<file path="src/rtl/float_pkg.sv">
// float_pkg: shared types for the multiplier result buffer.
package float_pkg;
  localparam int FLAG_OVF = 2;
  localparam int FLAG_UNF = 1;
  localparam int FLAG_INX = 0;
  typedef logic [2:0] flag_t;
  typedef enum logic [1:0] {
    EMPTY = 2'd0,
    ONE   = 2'd1,
    FULL  = 2'd2
  } buf_state_t;
  function automatic logic is_exception(input flag_t f);
    return f[FLAG_OVF] | f[FLAG_UNF];
  endfunction
endpackage

</file>
<file path="src/rtl/float_sticky_status.sv">
// float_sticky_status: sticky exception flags and saturating exception counter.
module float_sticky_status
  import float_pkg::*;
#(
  parameter int COUNT_SIZE = 8
) (
  input  logic                  clk,
  input  logic                  rst_n,
  input  logic                  accept,
  input  flag_t                 flags,
  input  logic                  flags_clear,
  output flag_t                 flags_sticky,
  output logic [COUNT_SIZE-1:0] exc_count
);
  flag_t                 sticky_base;
  logic [COUNT_SIZE-1:0] count_base;
  logic                  bump;
  // A clear only wipes history; a beat accepted in the same cycle still lands on top of it.
  always_comb begin
    sticky_base = flags_clear ? '0 : flags_sticky;
    count_base  = flags_clear ? '0 : exc_count;
    bump        = accept && is_exception(flags) && !(&count_base);
  end
  always_ff @(posedge clk or negedge rst_n) begin
    if (!rst_n) begin
      flags_sticky <= '0;
      exc_count    <= '0;
    end else begin
      flags_sticky <= accept ? (sticky_base | flags) : sticky_base;
      exc_count    <= bump ? count_base + 1'b1 : count_base;
    end
  end
endmodule

</file>
<file path="src/rtl/float_result_buffer.sv">
// float_result_buffer: two-entry skid buffer for multiplier products with status tracking.
module float_result_buffer
  import float_pkg::*;
#(
  parameter int FLOAT_SIZE = 32,
  parameter int COUNT_SIZE = 8
) (
  input  logic                  clk,
  input  logic                  rst_n,
  input  logic                  in_valid,
  output logic                  in_ready,
  input  logic [FLOAT_SIZE-1:0] in_float,
  input  logic                  in_overflow,
  input  logic                  in_underflow,
  input  logic                  in_inexact,
  output logic                  out_valid,
  input  logic                  out_ready,
  output logic [FLOAT_SIZE-1:0] out_float,
  output flag_t                 out_flags,
  output flag_t                 flags_sticky,
  input  logic                  flags_clear,
  output logic [COUNT_SIZE-1:0] exc_count
);
  buf_state_t            state;
  logic [FLOAT_SIZE-1:0] skid_float;
  flag_t                 skid_flags;
  flag_t                 in_flags;
  logic                  accept;
  logic                  rel;
  always_comb begin
    in_flags = {in_overflow, in_underflow, in_inexact};
    accept   = in_valid & in_ready;
    rel      = out_valid & out_ready;
  end
  // in_ready and out_valid are state-decoded registers, so no ready path reaches upstream.
  always_ff @(posedge clk or negedge rst_n) begin
    if (!rst_n) begin
      state      <= EMPTY;
      in_ready   <= 1'b1;
      out_valid  <= 1'b0;
      out_float  <= '0;
      out_flags  <= '0;
      skid_float <= '0;
      skid_flags <= '0;
    end else begin
      case (state)
        EMPTY: if (accept) begin
          out_float <= in_float;
          out_flags <= in_flags;
          out_valid <= 1'b1;
          state     <= ONE;
        end
        ONE: if (accept && rel) begin
          out_float <= in_float;
          out_flags <= in_flags;
        end else if (accept) begin
          skid_float <= in_float;
          skid_flags <= in_flags;
          in_ready   <= 1'b0;
          state      <= FULL;
        end else if (rel) begin
          out_valid <= 1'b0;
          state     <= EMPTY;
        end
        FULL: if (rel) begin
          out_float <= skid_float;
          out_flags <= skid_flags;
          in_ready  <= 1'b1;
          state     <= ONE;
        end
        default: begin
          state     <= EMPTY;
          in_ready  <= 1'b1;
          out_valid <= 1'b0;
        end
      endcase
    end
  end
  float_sticky_status #(.COUNT_SIZE(COUNT_SIZE)) u_status (
    .clk          (clk),
    .rst_n        (rst_n),
    .accept       (accept),
    .flags        (in_flags),
    .flags_clear  (flags_clear),
    .flags_sticky (flags_sticky),
    .exc_count    (exc_count)
  );
endmodule

</file>
<file path="config.mk">
export PLATFORM = sky130hd
export DESIGN_NAME = float_result_buffer
export DESIGN_NICKNAME = d
export VERILOG_FILES = /design/src/rtl/float_pkg.sv /design/src/rtl/float_sticky_status.sv /design/src/rtl/float_result_buffer.sv
export SDC_FILE = /design/constraint.sdc
export NUM_CORES = 1
export LEC_CHECK = 0
export CAP_MARGIN = 30
export CORE_MARGIN = 10
export CORE_UTILIZATION = 45
export DETAILED_ROUTE_END_ITERATION = 7
export PLACE_DENSITY = 0.72
export SETUP_SLACK_MARGIN = 0.15
export SLEW_MARGIN = 20
export SYNTH_ARGS = -nofsm -noshare
export SYNTH_HDL_FRONTEND = slang
export SYNTH_SLANG_ARGS = --single-unit
</file>
<file path="constraint.sdc">
create_clock -name clk -period 5.38 [get_ports clk]
set_clock_uncertainty 0.1 [all_clocks]
set_input_delay 0.538 -clock clk [delete_from_list [all_inputs] [get_ports clk]]
set_output_delay 0.538 -clock clk [all_outputs]
set_load 0.1 [all_outputs]
</file>
# Yosys cells after proc, flatten, opt, wreduce, memory -nomap -nowiden
# Index checks and enable logic that the tools add are counted.
[word_totals]
out_inout_bits = 48
word_cells = 66
regBits = 85
[op_classes]
addsub = 1
n_reduce_logical = 12
eq_ne = 10
bitwise = 7
n_mux = 27
[op_table]
columns = ["operator", "count"]
rows = [
  ["$mux 32", 3],
  ["$pmux 32 s3", 1],
  ["$mux 8", 2],
  ["$mux 3", 5],
  ["$ne 2x2->1 const B", 7],
  ["$reduce_and 4->1", 3],
  ["$mux 2", 5],
  ["$pmux 3 s3", 1],
  ["$add 8x1->8 const B", 1],
  ["$reduce_and 8->1", 1],
  ["$mux 1", 7],
  ["$pmux 1 s3", 2],
  ["$pmux 2 s3", 1],
  ["$reduce_and 5->1", 1],
  ["$logic_and 1x1->1", 3],
  ["$ne 3x3->1 const B", 1],
  ["$not 1->1", 3],
  ["$or 3x3->3", 1],
  ["$reduce_and 3->1", 1],
  ["$reduce_bool 3->1", 1],
  ["$and 1x1->1", 2],
  ["$eq 2x1->1 const B", 1],
  ["$eq 2x2->1 const B", 1],
  ["$logic_not 2->1", 1],
  ["2 further kinds", 2],
]

# Logic depth before layout (Yosys ltp)
[logic_depth]
depth_word = 5
ltp_mapped = 7
depth_no_buf = 6

# By module
# A second synthesis with hierarchy kept.
[hier_totals]
hier_cells = 266
hier_area_um2 = 3866.2
[by_module_without_submodules]
columns = ["mod", "instances", "cells_per_inst", "seq_area_each_um2", "area_each_um2"]
rows = [
  ["float_result_buffer", 1, 210, 1853.0, 3316.9],
  ["float_sticky_status", 1, 56, 275.3, 549.3],
]

# Worst setup path after synthesis
# Ideal clock, no wire load.
[synth_timing]
path_kind = "register -> register"
startpoint = "reg u_status.exc_count[0]"
endpoint = "reg u_status.exc_count[1]"
path_slack_ns = 2.792
arrival_ns = 2.363
setup_ns = 0.125
t_required_ns = 5.155
period_less_slack_ns = 2.588
stages_incl_launch_ff = 7
cell_sequence = "dfrtp_1 -> nor2b_1 -> ha_1 -> nand3_1 -> nor4_4 -> nor2_1 -> mux2_2"
[synth_between]
elab_chain_len = 5
word_cells_on_any_way = 6
classes_between = "1 x add/sub; 2 x mux; 3 x reduce/logical"
[synth_lines]
columns = ["element", "line_no", "source"]
rows = [
  ["start, declared", "float_sticky_status.sv:13", "output logic [COUNT_SIZE-1:0] exc_count"],
  ["start signal, assigned", "float_sticky_status.sv:30", "exc_count <= bump ? count_base + 1'b1 : count_base;"],
  ["$mux 8 (*)", "float_sticky_status.sv:21", "count_base = flags_clear ? '0 : exc_count;"],
  ["branches (longest 3 deep; another with $add 8x1->8)", "--", ""],
  ["$mux 8 (*)", "float_sticky_status.sv:30", ""],
]
# Every way passes the cells marked *.
# A chain may end at the register's enable or synchronous reset.

# Final worst setup path
[layout_timing]
startpoint = "reg in_ready"
endpoint = "out in_ready"
[layout_lines]
columns = ["element", "line_no", "source"]
rows = [
  ["start, declared", "float_result_buffer.sv:11", "output logic in_ready,"],
  ["start signal, assigned", "float_result_buffer.sv:39", "in_ready <= 1'b1;"],
  ["start signal, assigned", "float_result_buffer.sv:59", "in_ready <= 1'b0;"],
  ["start signal, assigned", "float_result_buffer.sv:68", "in_ready <= 1'b1;"],
]
# No word-level cell between the ends.

==> flow_metrics.env <==
export IMPL_routabilityCongestion=0.718
export IMPL_finalNonFillerCells=471
export IMPL_design_area_sq_um=5230
export IMPL_num_io_pins=88
export IMPL_final_common_cell="clkdlybuf4s50_1"
export IMPL_drtAntennaViolNets=0
export IMPL_finalMaxSlewViolations=0
export IMPL_path_depth=1
export IMPL_die_area_sq_um=13100
export IMPL_r2r_cells=5
export IMPL_die_h_microns=114
export IMPL_drc=0
export IMPL_root_buffer="clkbuf_8"
export IMPL_clkLatencyLatePin_ps=350
export IMPL_crit_required_ps=4740
export IMPL_final_nets=399
export IMPL_hp_class="in2async"
export IMPL_dr_pass1_iters=4
export IMPL_cp_startpoint="in_ready"
export IMPL_r2r_start="state[1]"
export IMPL_port_buffers=87
export IMPL_synth_distinct_cells=37
export IMPL_cts_sinks=85
export IMPL_grt_use_total_pct=13.2
export IMPL_endpoint_kind="output pin"
export IMPL_avgRoutedWirePerCell_microns=17.9
export IMPL_yosysWarnings=0
export IMPL_core_sq_um=8680
export IMPL_synth_area_sq_um=4000
export IMPL_grt_setup_unrepaired="false"
export IMPL_cp_top_family="buffers and inverters"
export IMPL_tightestPinTransition_ps=993
export IMPL_status="completed"
export IMPL_hold_viol_final=0
export IMPL_criticalPathCategory="reg2out"
export IMPL_htreeDepth=3
export IMPL_drt_iter0_drc=58
export IMPL_utilization_pct=60.2
export IMPL_synth_fp_nets=309
export IMPL_grt_max_degree=52
export IMPL_synth_async_reset_ratio_pct=100
export IMPL_dp_hpwl_microns=5890
export IMPL_row_count=34
export IMPL_top_layer="met4"
export IMPL_layout_common_cells="clkdlybuf4s50_1, dfrtp_1, mux2_2"
export IMPL_crit_chain="clkdlybuf4s50_1"
export IMPL_r2r_setup_slack_ps=3210
export IMPL_grt_pass1_wl_microns=13900
export IMPL_wl_met2_microns=3780
export IMPL_fmax_ghz=0.352
export IMPL_p_leak_nw=2.44
export IMPL_vias_per_cell=5.25
export IMPL_crit_slowest_cell="clkdlybuf4s50_1"
export IMPL_max_vdd_ir_drop_v=0.000146
export IMPL_critPathBufInv=1
export IMPL_slew_limit_headroom_pct=33.6
export IMPL_setup_viol=0
export IMPL_p_total_w=0.00125
export IMPL_synth_top_flop_cell="dfrtp_1"
export IMPL_synth_edf_count=0
export IMPL_syn_avg_cell_area_sq_um=14.9
export IMPL_regToRegEndpoint="out_float[23]"
export IMPL_cts_path_max_buffers=2
export IMPL_wirelength_microns=8410
export IMPL_holdBufCountCts=0
export IMPL_cts_buffers_inserted=9
export IMPL_met3_length_microns=714
export IMPL_post_cts_setup_buffers=0
export IMPL_overflow=0
export IMPL_cp_max_fo=9
export IMPL_endpoint="in_ready"
export IMPL_power_density_nw_per_um2=240
export IMPL_syn_to_final_growth_pct=30.5
export IMPL_crit_arrival_ps=2210
export IMPL_fin_crit_sh_pct=52.9
export IMPL_slowest_delay_ps=1180
export IMPL_vias=2471
export IMPL_dp_cells=455
export IMPL_first_global_vias=2707
export IMPL_insertedDiodeCount=0
export IMPL_cts_clk_slew_worst_paths_ps=90
export IMPL_cts_tree="done"
export IMPL_place_area_sq_um=4980
export IMPL_final_layout_size_suffix_gt1_share_pct=38.0
export IMPL_syn_inst=268
export IMPL_cts_resized=0
export IMPL_m1WireLength_microns=3810
export IMPL_cap_violations=0
export IMPL_antenna_found_initial=0
export IMPL_initial_core_util_pct=46.1
export IMPL_ys_ff_latch=85
export IMPL_finalCriticalPeriod_ps=2840
export IMPL_fp_dieW_microns=114
export IMPL_synth_seq_area_share_pct=53.2
export IMPL_cp_start_kind="register"
export IMPL_setup_tns_ps=0
==> cell families (layout without fill, tap and decap cells) <==
group / count (synthesis) / count (layout) / share of synthesized area, %
muxes: 107 / 107 / 33.0
AOI/OAI and AO/OA: 17 / 17 / 3.47
xor gates and xnor gates: 3 / 3 / 0.657
buffers and inverters: 16 / 111 / 3.13
and+or+nand+nor: 39 / 39 / 6.28
adders and majority gates: 1 / 1 / 0.313
DFF: 85 / 85 / 53.2
==> report_power, final <==
group	internal [W]	leakage, nW	switching (W)	total (W)
Clock	0.000311	0.116	0.000238	0.000549
Sequential	0.000638	1.18	0.0000000000000000000499	0.000638
Combinational	0.0000370	1.14	0.0000273	0.0000643
==> per-stage QoR <==
| stage | hold slack [ps] | setup slack, ps |
|---|---|---|
| after global placement | 381 | 2140 |
| after detailed placement | 389 | 2420 |
| after global routing | 170 | 2490 |
| after CTS | 133 | 2530 |
| final | 115 | 2540 |
| after floorplan | 142 | 2790 |
==> Yosys cell counts, types with 2 or more instances <==
cell	n	area, sq um
dfrtp_1	84	2100
mux2_2	75	845
mux2_4	31	465
nand3_1	9	45.0
buf_6	7	78.8
a21oi_1	5	25.0
nand2_1	5	18.8
nor2_1	5	18.8
inv_1	4	15.0
nand3b_1	4	30.0
o21ai_0	4	20.0
buf_4	3	22.5
nand2b_1	3	18.8
nor2b_1	3	18.8
o31ai_1	2	15.0
or4_1	2	15.0
xnor2_1	2	17.5
==> flip-flops by register name, indices dropped and copies added (netlist names) <==
signal / count
out_flags: 3
skid_flags: 3
out_float: 32
skid_float: 32
u_status.exc_count: 8
u_status.flags_sticky: 3
out_valid: 1
state: 2
in_ready: 1
==> per-layer routing <==
metal / track usage [%] / up-vias
met5: 0 / -
met4: 5.01 / 0
met3: 5.14 / 12
met2: 20.1 / 67
met1: 16.5 / 1246
li1: - / 1146
==> layout make-up <==
type / count / area, sq um
fill: 714 / 3450
sequential: 85 / 2130
multi-input combinational: 167 / 1760
timing repair buffer: 91 / 943
tap: 108 / 135
clock buffer: 9 / 124
clock inverter: 7 / 123
inverter: 4 / 15.0
==> worst min path at each step <==
stage	startpoint	endpoint	slack, ps	cells past startpoint
CTS	rst_n	skid_float[5]	130	1
detailed placement	skid_float[4]	skid_float[4]	390	1
finish	rst_n	u_status.exc_count[4]	120	1
floorplan	rst_n	out_flags[0]	140	0
global route	rst_n	u_status.exc_count[4]	170	1
global placement	skid_float[9]	skid_float[9]	380	1
Power figures use the tool's default switching activity.
